===== config.mk =====
export PLATFORM = sky130hd
export DESIGN_NAME = psum_accumulator_flat
export DESIGN_NICKNAME = d
export VERILOG_FILES = /design/src/rtl/psum_accumulator_if.sv /design/src/rtl/psum_accumulator.sv /design/src/flat_wrapper.sv
export SDC_FILE = /design/constraint.sdc
export NUM_CORES = 1
export LEC_CHECK = 0
export ABC_AREA = 1
export BUFFER_PORTS_ARGS = -buffer_cell sky130_fd_sc_hd__buf_2
export CAP_MARGIN = 10
export CORE_AREA = 8 8 125 173
export CTS_CLUSTER_DIAMETER = 150
export DETAILED_ROUTE_END_ITERATION = 6
export DIE_AREA = 0 0 133 181
export PLACE_DENSITY = 0.72
export SYNTH_ARGS = -nofsm -noshare
export SYNTH_HDL_FRONTEND = slang
export SYNTH_SLANG_ARGS = --single-unit

===== constraint.sdc =====
create_clock -name clk -period 3.7 [get_ports clk]
set_clock_uncertainty 0.05 [all_clocks]
set_input_delay 0.74 -clock clk [delete_from_list [all_inputs] [get_ports clk]]
set_output_delay 0.74 -clock clk [all_outputs]
set_load 0.005 [all_outputs]

===== src/rtl/psum_accumulator_if.sv =====
// -----------------------------------------------------------------------------
// psum_accumulator_if
// Bundles the issue-side credit handshake, the MAC partial-sum input, the
// result valid/ready stream and the sticky group error of psum_accumulator.
//
// Parameters (must match the psum_accumulator instance they connect to):
//   bw_psum  signed psum width from the MAC
//   bw_acc   signed accumulator / result width
//   len_w    acc_len width
//
// Signals:
//   issue        producer -> acc  a/b presented to the MAC this cycle
//   issue_last   producer -> acc  this issue closes the current group
//   issue_ready  acc -> producer  upstream may issue
//   acc_len      producer -> acc  group length minus 1 (sampled on first psum)
//   psum_in      MAC -> acc       MAC output, aligned with the delayed valid
//   res_valid    acc -> consumer  result FIFO non-empty
//   res_ready    consumer -> acc  consumer accepts res_data
//   res_data     acc -> consumer  head-of-FIFO result
//   grp_err      acc -> consumer  sticky issue_last / acc_len disagreement
//
// Modports: master = producer/consumer side, slave = psum_accumulator.
// -----------------------------------------------------------------------------
interface psum_accumulator_if #(
  parameter int unsigned bw_psum = 20,
  parameter int unsigned bw_acc  = 24,
  parameter int unsigned len_w   = 4
);
  logic                      issue;
  logic                      issue_last;
  logic                      issue_ready;
  logic [len_w-1:0]          acc_len;
  logic signed [bw_psum-1:0] psum_in;
  logic                      res_valid;
  logic                      res_ready;
  logic signed [bw_acc-1:0]  res_data;
  logic                      grp_err;

  modport master (
    output issue, issue_last, acc_len, psum_in, res_ready,
    input  issue_ready, res_valid, res_data, grp_err
  );

  modport slave (
    input  issue, issue_last, acc_len, psum_in, res_ready,
    output issue_ready, res_valid, res_data, grp_err
  );
endinterface


===== src/rtl/psum_accumulator.sv =====
// -----------------------------------------------------------------------------
// psum_accumulator
// Sits downstream of the 8-input MAC. A delay line carries {issue, issue_last}
// alongside the MAC pipeline so the delayed valid lines up with psum_in.
// acc_len+1 consecutive partial sums are accumulated (saturating, signed) into
// one result which is pushed into a small output FIFO drained by a valid/ready
// handshake. Upstream is throttled by credits: issue_ready only when the FIFO
// has more free slots than group-closing issues still inside the MAC, so a
// psum already in flight is never dropped.
//
// Parameters:
//   bw_psum  signed psum width from MAC
//   bw_acc   signed accumulator / result width
//   mac_lat  MAC latency in cycles (>= 1)
//   depth    output FIFO entries (power of 2, >= 2)
//   len_w    acc_len width; group length = acc_len + 1
//
// Ports:
//   clk      rising-edge clock
//   reset_n  asynchronous active-low reset
//   bus      psum_accumulator_if.slave (issue/credit, psum, result, grp_err)
//
// Build option:
//   RELU_EN  when defined, each pushed result is max(0, saturated sum);
//            otherwise the signed saturated sum is pushed unchanged.
// -----------------------------------------------------------------------------
module psum_accumulator #(
  parameter int unsigned bw_psum = 20,
  parameter int unsigned bw_acc  = 24,
  parameter int unsigned mac_lat = 3,
  parameter int unsigned depth   = 4,
  parameter int unsigned len_w   = 4
) (
  input logic               clk,
  input logic               reset_n,
  psum_accumulator_if.slave bus
);

  localparam int unsigned AW = (depth > 1) ? $clog2(depth) : 1;
  localparam int unsigned CW = $clog2(depth + 1);
  localparam int unsigned IW = $clog2(mac_lat + 1);
  localparam int unsigned KW = ((CW > IW) ? CW : IW) + 1;

  localparam logic signed [bw_acc-1:0] ACC_MAX = {1'b0, {(bw_acc-1){1'b1}}};
  localparam logic signed [bw_acc-1:0] ACC_MIN = {1'b1, {(bw_acc-1){1'b0}}};

  typedef enum logic {
    S_IDLE  = 1'b0,
    S_ACCUM = 1'b1
  } state_t;

  // ---------------------------------------------------------------------------
  // Valid / last delay line matching the MAC latency
  // ---------------------------------------------------------------------------
  logic [mac_lat-1:0] vld_sr_q, vld_sr_d;
  logic [mac_lat-1:0] last_sr_q, last_sr_d;
  logic               mac_vld;
  logic               mac_last;
  logic [IW-1:0]      inflight_last;

  always_comb begin
    vld_sr_d     = vld_sr_q;
    last_sr_d    = last_sr_q;
    vld_sr_d[0]  = bus.issue;
    last_sr_d[0] = bus.issue & bus.issue_last;
    for (int unsigned i = 1; i < mac_lat; i++) begin
      vld_sr_d[i]  = vld_sr_q[i-1];
      last_sr_d[i] = last_sr_q[i-1];
    end
  end

  always_ff @(posedge clk or negedge reset_n) begin
    if (!reset_n) begin
      vld_sr_q  <= '0;
      last_sr_q <= '0;
    end else begin
      vld_sr_q  <= vld_sr_d;
      last_sr_q <= last_sr_d;
    end
  end

  assign mac_vld  = vld_sr_q[mac_lat-1];
  assign mac_last = last_sr_q[mac_lat-1];

  // Every group-closing issue still in the MAC will need a FIFO slot.
  always_comb begin
    inflight_last = '0;
    for (int unsigned i = 0; i < mac_lat; i++) begin
      inflight_last = inflight_last + IW'(last_sr_q[i]);
    end
  end

  // ---------------------------------------------------------------------------
  // Saturating accumulate
  // ---------------------------------------------------------------------------
  logic signed [bw_acc-1:0] acc_q, acc_d;
  logic signed [bw_acc-1:0] psum_ext;
  logic signed [bw_acc:0]   sum_wide;
  logic signed [bw_acc-1:0] acc_sat;
  logic signed [bw_acc-1:0] push_data;

  assign psum_ext = bw_acc'(bus.psum_in);
  assign sum_wide = (bw_acc+1)'(acc_q) + (bw_acc+1)'(psum_ext);

  // One guard bit: top two bits differing means the sum left the bw_acc range.
  always_comb begin
    if (sum_wide[bw_acc] != sum_wide[bw_acc-1]) begin
      acc_sat = sum_wide[bw_acc] ? ACC_MIN : ACC_MAX;
    end else begin
      acc_sat = sum_wide[bw_acc-1:0];
    end
  end

`ifdef RELU_EN
  assign push_data = acc_sat[bw_acc-1] ? '0 : acc_sat;
`else
  assign push_data = acc_sat;
`endif

  // ---------------------------------------------------------------------------
  // Group FSM
  // ---------------------------------------------------------------------------
  state_t           state_q, state_d;
  logic [len_w-1:0] cnt_q, cnt_d;
  logic [len_w-1:0] len_q, len_d;
  logic [len_w-1:0] cur_len;
  logic             group_done;

  always_ff @(posedge clk or negedge reset_n) begin
    if (!reset_n) begin
      state_q <= S_IDLE;
      acc_q   <= '0;
      cnt_q   <= '0;
      len_q   <= '0;
    end else begin
      state_q <= state_d;
      acc_q   <= acc_d;
      cnt_q   <= cnt_d;
      len_q   <= len_d;
    end
  end

  // In IDLE acc_q and cnt_q are zero, so the same sum/compare paths serve the
  // first psum of a group; only the length source differs (live acc_len).
  always_comb begin
    state_d    = state_q;
    acc_d      = acc_q;
    cnt_d      = cnt_q;
    len_d      = len_q;
    cur_len    = (state_q == S_IDLE) ? bus.acc_len : len_q;
    group_done = mac_vld & (cnt_q == cur_len);

    unique case (state_q)
      S_IDLE: begin
        if (mac_vld) begin
          if (group_done) begin
            acc_d = '0;
            cnt_d = '0;
          end else begin
            state_d = S_ACCUM;
            acc_d   = acc_sat;
            cnt_d   = len_w'(1);
            len_d   = bus.acc_len;
          end
        end
      end
      S_ACCUM: begin
        if (mac_vld) begin
          if (group_done) begin
            state_d = S_IDLE;
            acc_d   = '0;
            cnt_d   = '0;
          end else begin
            acc_d = acc_sat;
            cnt_d = cnt_q + len_w'(1);
          end
        end
      end
      default: begin
        state_d = S_IDLE;
        acc_d   = '0;
        cnt_d   = '0;
      end
    endcase
  end

  // ---------------------------------------------------------------------------
  // Sticky group-boundary mismatch (counter still decides boundaries)
  // ---------------------------------------------------------------------------
  logic grp_err_q;

  always_ff @(posedge clk or negedge reset_n) begin
    if (!reset_n) begin
      grp_err_q <= 1'b0;
    end else if (mac_vld && (mac_last != group_done)) begin
      grp_err_q <= 1'b1;
    end
  end

  // ---------------------------------------------------------------------------
  // Output FIFO with registered head
  // ---------------------------------------------------------------------------
  logic signed [bw_acc-1:0] mem [depth];
  logic [AW-1:0]            wr_ptr_q, wr_ptr_d;
  logic [AW-1:0]            rd_ptr_q, rd_ptr_d;
  logic [AW-1:0]            rd_next;
  logic [CW-1:0]            fifo_cnt_q, fifo_cnt_d;
  logic signed [bw_acc-1:0] head_q, head_d;
  logic                     fifo_empty;
  logic                     fifo_full;
  logic                     pop;
  logic                     do_push;

  assign fifo_empty = (fifo_cnt_q == '0);
  assign fifo_full  = (fifo_cnt_q == CW'(depth));
  assign pop        = !fifo_empty && bus.res_ready;
  assign do_push    = group_done && (!fifo_full || pop);
  assign rd_next    = rd_ptr_q + AW'(1);

  always_comb begin
    wr_ptr_d   = wr_ptr_q;
    rd_ptr_d   = rd_ptr_q;
    fifo_cnt_d = fifo_cnt_q;
    head_d     = head_q;

    if (do_push) wr_ptr_d = wr_ptr_q + AW'(1);
    if (pop)     rd_ptr_d = rd_next;

    unique case ({do_push, pop})
      2'b10:   fifo_cnt_d = fifo_cnt_q + CW'(1);
      2'b01:   fifo_cnt_d = fifo_cnt_q - CW'(1);
      default: fifo_cnt_d = fifo_cnt_q;
    endcase

    // The head register takes the incoming word when it becomes the oldest
    // entry, otherwise the next stored word after a pop.
    if (do_push && (fifo_empty || (fifo_cnt_q == CW'(1) && pop))) begin
      head_d = push_data;
    end else if (pop && (fifo_cnt_q > CW'(1))) begin
      head_d = mem[rd_next];
    end
  end

  always_ff @(posedge clk or negedge reset_n) begin
    if (!reset_n) begin
      wr_ptr_q   <= '0;
      rd_ptr_q   <= '0;
      fifo_cnt_q <= '0;
      head_q     <= '0;
    end else begin
      wr_ptr_q   <= wr_ptr_d;
      rd_ptr_q   <= rd_ptr_d;
      fifo_cnt_q <= fifo_cnt_d;
      head_q     <= head_d;
    end
  end

  always_ff @(posedge clk) begin
    if (do_push) begin
      mem[wr_ptr_q] <= push_data;
    end
  end

  // ---------------------------------------------------------------------------
  // Outputs
  // ---------------------------------------------------------------------------
  logic [KW-1:0] free_slots;

  assign free_slots      = KW'(depth) - KW'(fifo_cnt_q);
  assign bus.issue_ready = (free_slots > KW'(inflight_last));
  assign bus.res_valid   = !fifo_empty;
  assign bus.res_data    = head_q;
  assign bus.grp_err     = grp_err_q;

endmodule


===== src/flat_wrapper.sv =====
// flat-port wrapper written by rule: the top's interface ports become plain ports
module psum_accumulator_flat 
#(
  parameter int unsigned bw_psum = 20,
  parameter int unsigned bw_acc  = 24,
  parameter int unsigned mac_lat = 3,
  parameter int unsigned depth   = 4,
  parameter int unsigned len_w   = 4
)
  (clk, reset_n, bus_issue, bus_issue_last, bus_acc_len, bus_psum_in, bus_res_ready, bus_issue_ready, bus_res_valid, bus_res_data, bus_grp_err);
  psum_accumulator_if #(.bw_psum(bw_psum), .bw_acc(bw_acc), .len_w(len_w)) bus_i ();
  input logic clk;
  input logic reset_n;
  input wire logic [$bits(bus_i.issue)-1:0] bus_issue;
  input wire logic [$bits(bus_i.issue_last)-1:0] bus_issue_last;
  input wire logic [$bits(bus_i.acc_len)-1:0] bus_acc_len;
  input wire logic [$bits(bus_i.psum_in)-1:0] bus_psum_in;
  input wire logic [$bits(bus_i.res_ready)-1:0] bus_res_ready;
  output wire logic [$bits(bus_i.issue_ready)-1:0] bus_issue_ready;
  output wire logic [$bits(bus_i.res_valid)-1:0] bus_res_valid;
  output wire logic [$bits(bus_i.res_data)-1:0] bus_res_data;
  output wire logic [$bits(bus_i.grp_err)-1:0] bus_grp_err;
  assign bus_i.issue = bus_issue;
  assign bus_i.issue_last = bus_issue_last;
  assign bus_i.acc_len = bus_acc_len;
  assign bus_i.psum_in = bus_psum_in;
  assign bus_i.res_ready = bus_res_ready;
  assign bus_issue_ready = bus_i.issue_ready;
  assign bus_res_valid = bus_i.res_valid;
  assign bus_res_data = bus_i.res_data;
  assign bus_grp_err = bus_i.grp_err;
  psum_accumulator #(.bw_psum(bw_psum), .bw_acc(bw_acc), .mac_lat(mac_lat), .depth(depth), .len_w(len_w)) u_core (.clk(clk), .reset_n(reset_n), .bus(bus_i));
endmodule

### Word level (Yosys, flattened, before mapping)

Memory sizes are Yosys's and may differ from the RTL's.
Cells that the tools add are included.

* $add $sub $neg: 9
* order comparisons: 2
* eq/ne operators: 9
* mux-type cells: 19
* bitwise logic cells: 4
* reductions and logical operators: 15

Operators with widths (number)
* $mux W24: 6
* $add A24 B20 Y25: 1
* $mux W4: 4
* $pmux W4 S2: 1
* $logic_and A1 B1 Y1: 6
* $mux W1: 6
* $pmux W3 S2: 1
* $add A2 B1 Y2 const B: 2
* $add A4 B1 Y4 const B: 1
* $eq A4 B4 Y1: 1
* $gt A4 B2 Y1: 1
* $ne A2 B1 Y1 const B: 2
* $reduce_bool A2 Y1: 2
* $sub A3 B3 Y4 const A: 1
* $add A3 B1 Y3 const B: 1
* $eq A3 B1 Y1 const B: 1
* $eq A3 B3 Y1 const B: 1
* $gt A3 B1 Y1 const B: 1
* $logic_not A3 Y1: 1
* $reduce_and A3 Y1: 1
* $sub A3 B1 Y3 const B: 1
* $add A1 B1 Y2: 1
* $add A2 B1 Y2: 1
* $and A1 B1 Y1: 2
* 8 further kinds: 12

* flip-flop bits (word level): 71
* RAM bits: 96
* bits of input ports: 29
* output and inout bits: 27
* memories: 1

Memories
* u_core.mem: words 4, width 24, rd ports 1, clocked after Yosys merged registers in 0, wr ports 1, line psum_accumulator.sv:203 `logic signed [bw_acc-1:0] mem [depth];`

### Longest topological paths before layout

* word-level depth: 7
* depth in mapped cells: 18
* gate-level depth less buffers: 17

### Worst setup path before layout

OpenSTA, ideal clock, no wires.

* kind: input-to-reg
* start: in bus_acc_len[3]
* end: mem u_core.mem[0][0] (enable)
* library setup time: 0.405 ns
* arrival: 2.553 ns
* setup slack: 0.693 ns
* cell stages on the path: 8
* path through: inv_1 > o21ai_0 > xor2_1 > nor2_1 > nand2_1 > nor2_2 > nand2_1 > nor2_1

* word-level cells in the longest chain between the ends: 6

Ends and longest elaborated chain
* start: declaration: line flat_wrapper.sv:16 `input wire logic [$bits(bus_i.acc_len)-1:0] bus_acc_len;`
* $mux W4: line psum_accumulator.sv:150 `cur_len = (state_q == S_IDLE) ? bus.acc_len : len_q;`
* $eq A4 B4 Y1: line psum_accumulator.sv:151 `group_done = mac_vld & (cnt_q == cur_len);`
* $and A1 B1 Y1: line psum_accumulator.sv:151
* $logic_and A1 B1 Y1: line psum_accumulator.sv:217 `assign do_push = group_done && (!fifo_full || pop);`
* $mux W1: line psum_accumulator.sv:259 `if (do_push) begin`
* $mux W1 (not written as such): line psum_accumulator.sv:260 `mem[wr_ptr_q] <= push_data;`
* end: declaration: line psum_accumulator.sv:203

No other way between the ends.

### Worst setup path after layout

* start: reg u_core.fifo_cnt_q[0]
* end: out bus_issue_ready

* word-level cells in the longest chain between the ends: 2

Ends and longest elaborated chain
* start: declaration: line psum_accumulator.sv:207 `logic [CW-1:0] fifo_cnt_q, fifo_cnt_d;`
* start signal: assignment: line psum_accumulator.sv:253 `fifo_cnt_q <= fifo_cnt_d;`
* $sub A3 B3 Y4: line psum_accumulator.sv:269 `assign free_slots = KW'(depth) - KW'(fifo_cnt_q);`
* $gt A4 B2 Y1: line psum_accumulator.sv:270 `assign bus.issue_ready = (free_slots > KW'(inflight_last));`
* end: declaration: line flat_wrapper.sv:19 `output wire logic [$bits(bus_i.issue_ready)-1:0] bus_issue_ready;`

No other way between the ends.

==> flow_metrics.tcl <==
set metrics [dict create \
    setup_viol 0 \
    power_mw 10.6 \
    ys_ff_latch 167 \
    irDropWorstVdd_uv 542 \
    yosysUniqueCellTypes 42 \
    clk_latency_ps 430 \
    drt_wl_total_um 22200 \
    synth.top_cell.area_share_pct 30.8 \
    synth.yosys.seq_area_share_pct 49.8 \
    grtUsageTotal_pct 19.1 \
    cts_made_buffers 17 \
    die-area_sq_um 24100 \
    fmax_mhz 345 \
    fin_area_sq_um 10400 \
    clkTransAtPathRegs_ps 70 \
    regToRegEndpoint "u_core.bus.res_data[21]" \
    fin_hold_ws_ps 302 \
    cts_setup_buffers 0 \
    area.growth.synth_to_final_pct 11.5 \
    final_cell_mix "332 x nand2_1, 143 x inv_1, 96 x edfxtp_1" \
    synth.area.top_cells "edfxtp_1 31%, dfrtp_1 19%, nand2_1 13%, inv_1 5.7%, ha_1 5.0%" \
    slew_headroom_pct 34.4 \
    drive_above_1_share_pct 16.2 \
    cts_resized 0 \
    io_buffers 55 \
    hold_violations 0 \
    die_x_um 133 \
    dpl.hpwl_um 15600 \
    r2r_setup_slack_ps 870 \
    nets 1173 \
    mostFrequentLayoutCell "nand2_1" \
    die_y_um 181 \
    rsz0062_at_grt "no" \
    drtIter0Drc 550 \
    finalCritPeriodShare_pct 78.4 \
    syn_nets 1120 \
    crit_start "u_core.fifo_cnt_q[0]" \
    core-area_sq_um 19000 \
    synth-edff-count 96 \
    maxCapViolCount 0 \
    cts_tree "done" \
    slew_violations 0 \
    grt_first_pass_wirelength_um 36600 \
    instances_no_fill 1366 \
    start_kind "flip-flop" \
    postSynthAreaPerCell_sq_um 8.89 \
    r2r-start "u_core.acc_q[0]" \
    yosys_warnings 0 \
    cts_max_level 4 \
    dpl_cell_area_sq_um 9860 \
    wl_per_cell_um 16.3 \
    finalSetupTns_ps 0 \
    leakagePower_nw 5.01 \
    worst_pin_slew_ps 985 \
    fin_util_pct 54.9 \
    netlist_instances 1052 \
    drc 0 \
    final_antenna_net_count 0 \
    async_flop_share_pct 42.5 \
    grt_max_degree 72 \
    syn_area_sq_um 9350 \
    outcome "finished clean" \
    cts.sinks 167 \
    antenna_found_initial 0 \
    hold_buffers 0 \
    cp_max_fo 6 \
    synth-main-ff-cell "edfxtp_1" \
    worstSetupEndpointType "output port" \
    dp.cells 1334 \
    crit_end "bus_issue_ready" \
    p_per_area_nw_per_um2 1020 \
    clock_path_buffers 2 \
    worstHoldPathType "reg -> reg" \
    vias 7025 \
    firstDrtPassIters 5 \
    ioPinCount 56 \
    num_antenna_cells 0 \
    grt-ovfl-total 0 \
    r2r_cells 16 \
    clock_tree.root_cell "clkbuf_16" \
    final.min_clock_period_ps 2900 \
    finalWorstSetupSlack_ps 801 \
    initial_utilization_pct 49.2 \
    yosysTopAreaCell "edfxtp_1" \
    cp.arrival_ps 2110 \
    cp.required_ps 2910 \
    critical_path_class "reg -> out" \
    dpl_worst_slack_ps 441 \
    std_cell_rows 60 \
    viasPerCell 5.14 \
    first_global_vias 7114 \
    place.gp.congestion 0.986 \
]
==> Yosys cell counts, types with 9 or more instances <==
master and n:
nor2_1 29, nand2_4 34, clkbuf_1 18, nor2_2 9, xnor2_1 9, ha_1 37
nand4_1 10, xor2_1 17, inv_1 143, a21oi_1 26, o211ai_1 25, nand2_2 20
edfxtp_1 96, dfrtp_1 71, o21ai_0 51, nand2_1 332, nand3_1 68
==> how the worst min path moves through the flow <==
stage	start	endpoint	slack, ps	cells past startpoint
floorplan	u_core.vld_sr_q[0]	u_core.vld_sr_q[1]	280	0
global route	u_core.vld_sr_q[0]	u_core.vld_sr_q[1]	310	0
finish	u_core.vld_sr_q[0]	u_core.vld_sr_q[1]	300	0
global placement	u_core.vld_sr_q[0]	u_core.vld_sr_q[1]	290	0
CTS	u_core.vld_sr_q[0]	u_core.vld_sr_q[1]	310	0
detailed placement	u_core.vld_sr_q[1]	u_core.vld_sr_q[2]	290	0
==> per-layer routing <==
layer,routed length [um],global-route usage (%),vias to the layer above
met5,0,0,-
met4,447,7.34,0
met3,888,2.64,33
met2,11500,33.9,170
met1,9390,22.7,3335
li1,-,-,3487
==> area by class of cell <==
type / instances / area (sq um)
fill: 1696 / 8570
sequential: 167 / 4660
multi-input combinational: 700 / 3910
inverter: 152 / 574
clock buffer: 19 / 433
timing repair buffer: 67 / 405
tap: 248 / 310
clock inverter: 13 / 135
==> logic make-up (layout without fill, tap and decap cells) <==
logic type / Yosys count / in the layout / share of synthesized area (%)
AO/OA/AOI/OAI: 115 / 115 / 7.27
XOR/XNOR: 26 / 26 / 2.44
adder cells (fa/ha/maj): 39 / 39 / 5.38
buffers and inverters: 185 / 251 / 8.47
flip-flops: 167 / 167 / 49.8
AND/OR/NAND/NOR: 520 / 520 / 26.6
==> power breakdown <==
part | switching (mW) | internal, mW
clock network | 0.765 | 0.947
logic | 3.76 | 1.85
registers | 0.334 | 2.93
==> sequential cells by signal, indices dropped and copies added, names as in the netlist, named ones only <==
signal               count
u_core.mem              96
u_core.bus.grp_err       1
u_core.len_q             4
u_core.acc_q            24
u_core.vld_sr_q          3
u_core.bus.res_data     24
u_core.wr_ptr_q          2
u_core.fifo_cnt_q        3
u_core.cnt_q             4
u_core.last_sr_q         3
u_core.rd_ptr_q          2
==> critical path, cell delays in order (launching register included) <==
cell and delay, ps:
dfrtp_1 480, inv_1 100, ha_1 340, ha_1 320, inv_1 60, nor2_1 30, o21ai_0 150, nand3_1 80
buf_2 130
No activity file was read; power rests on OpenSTA's default activity.
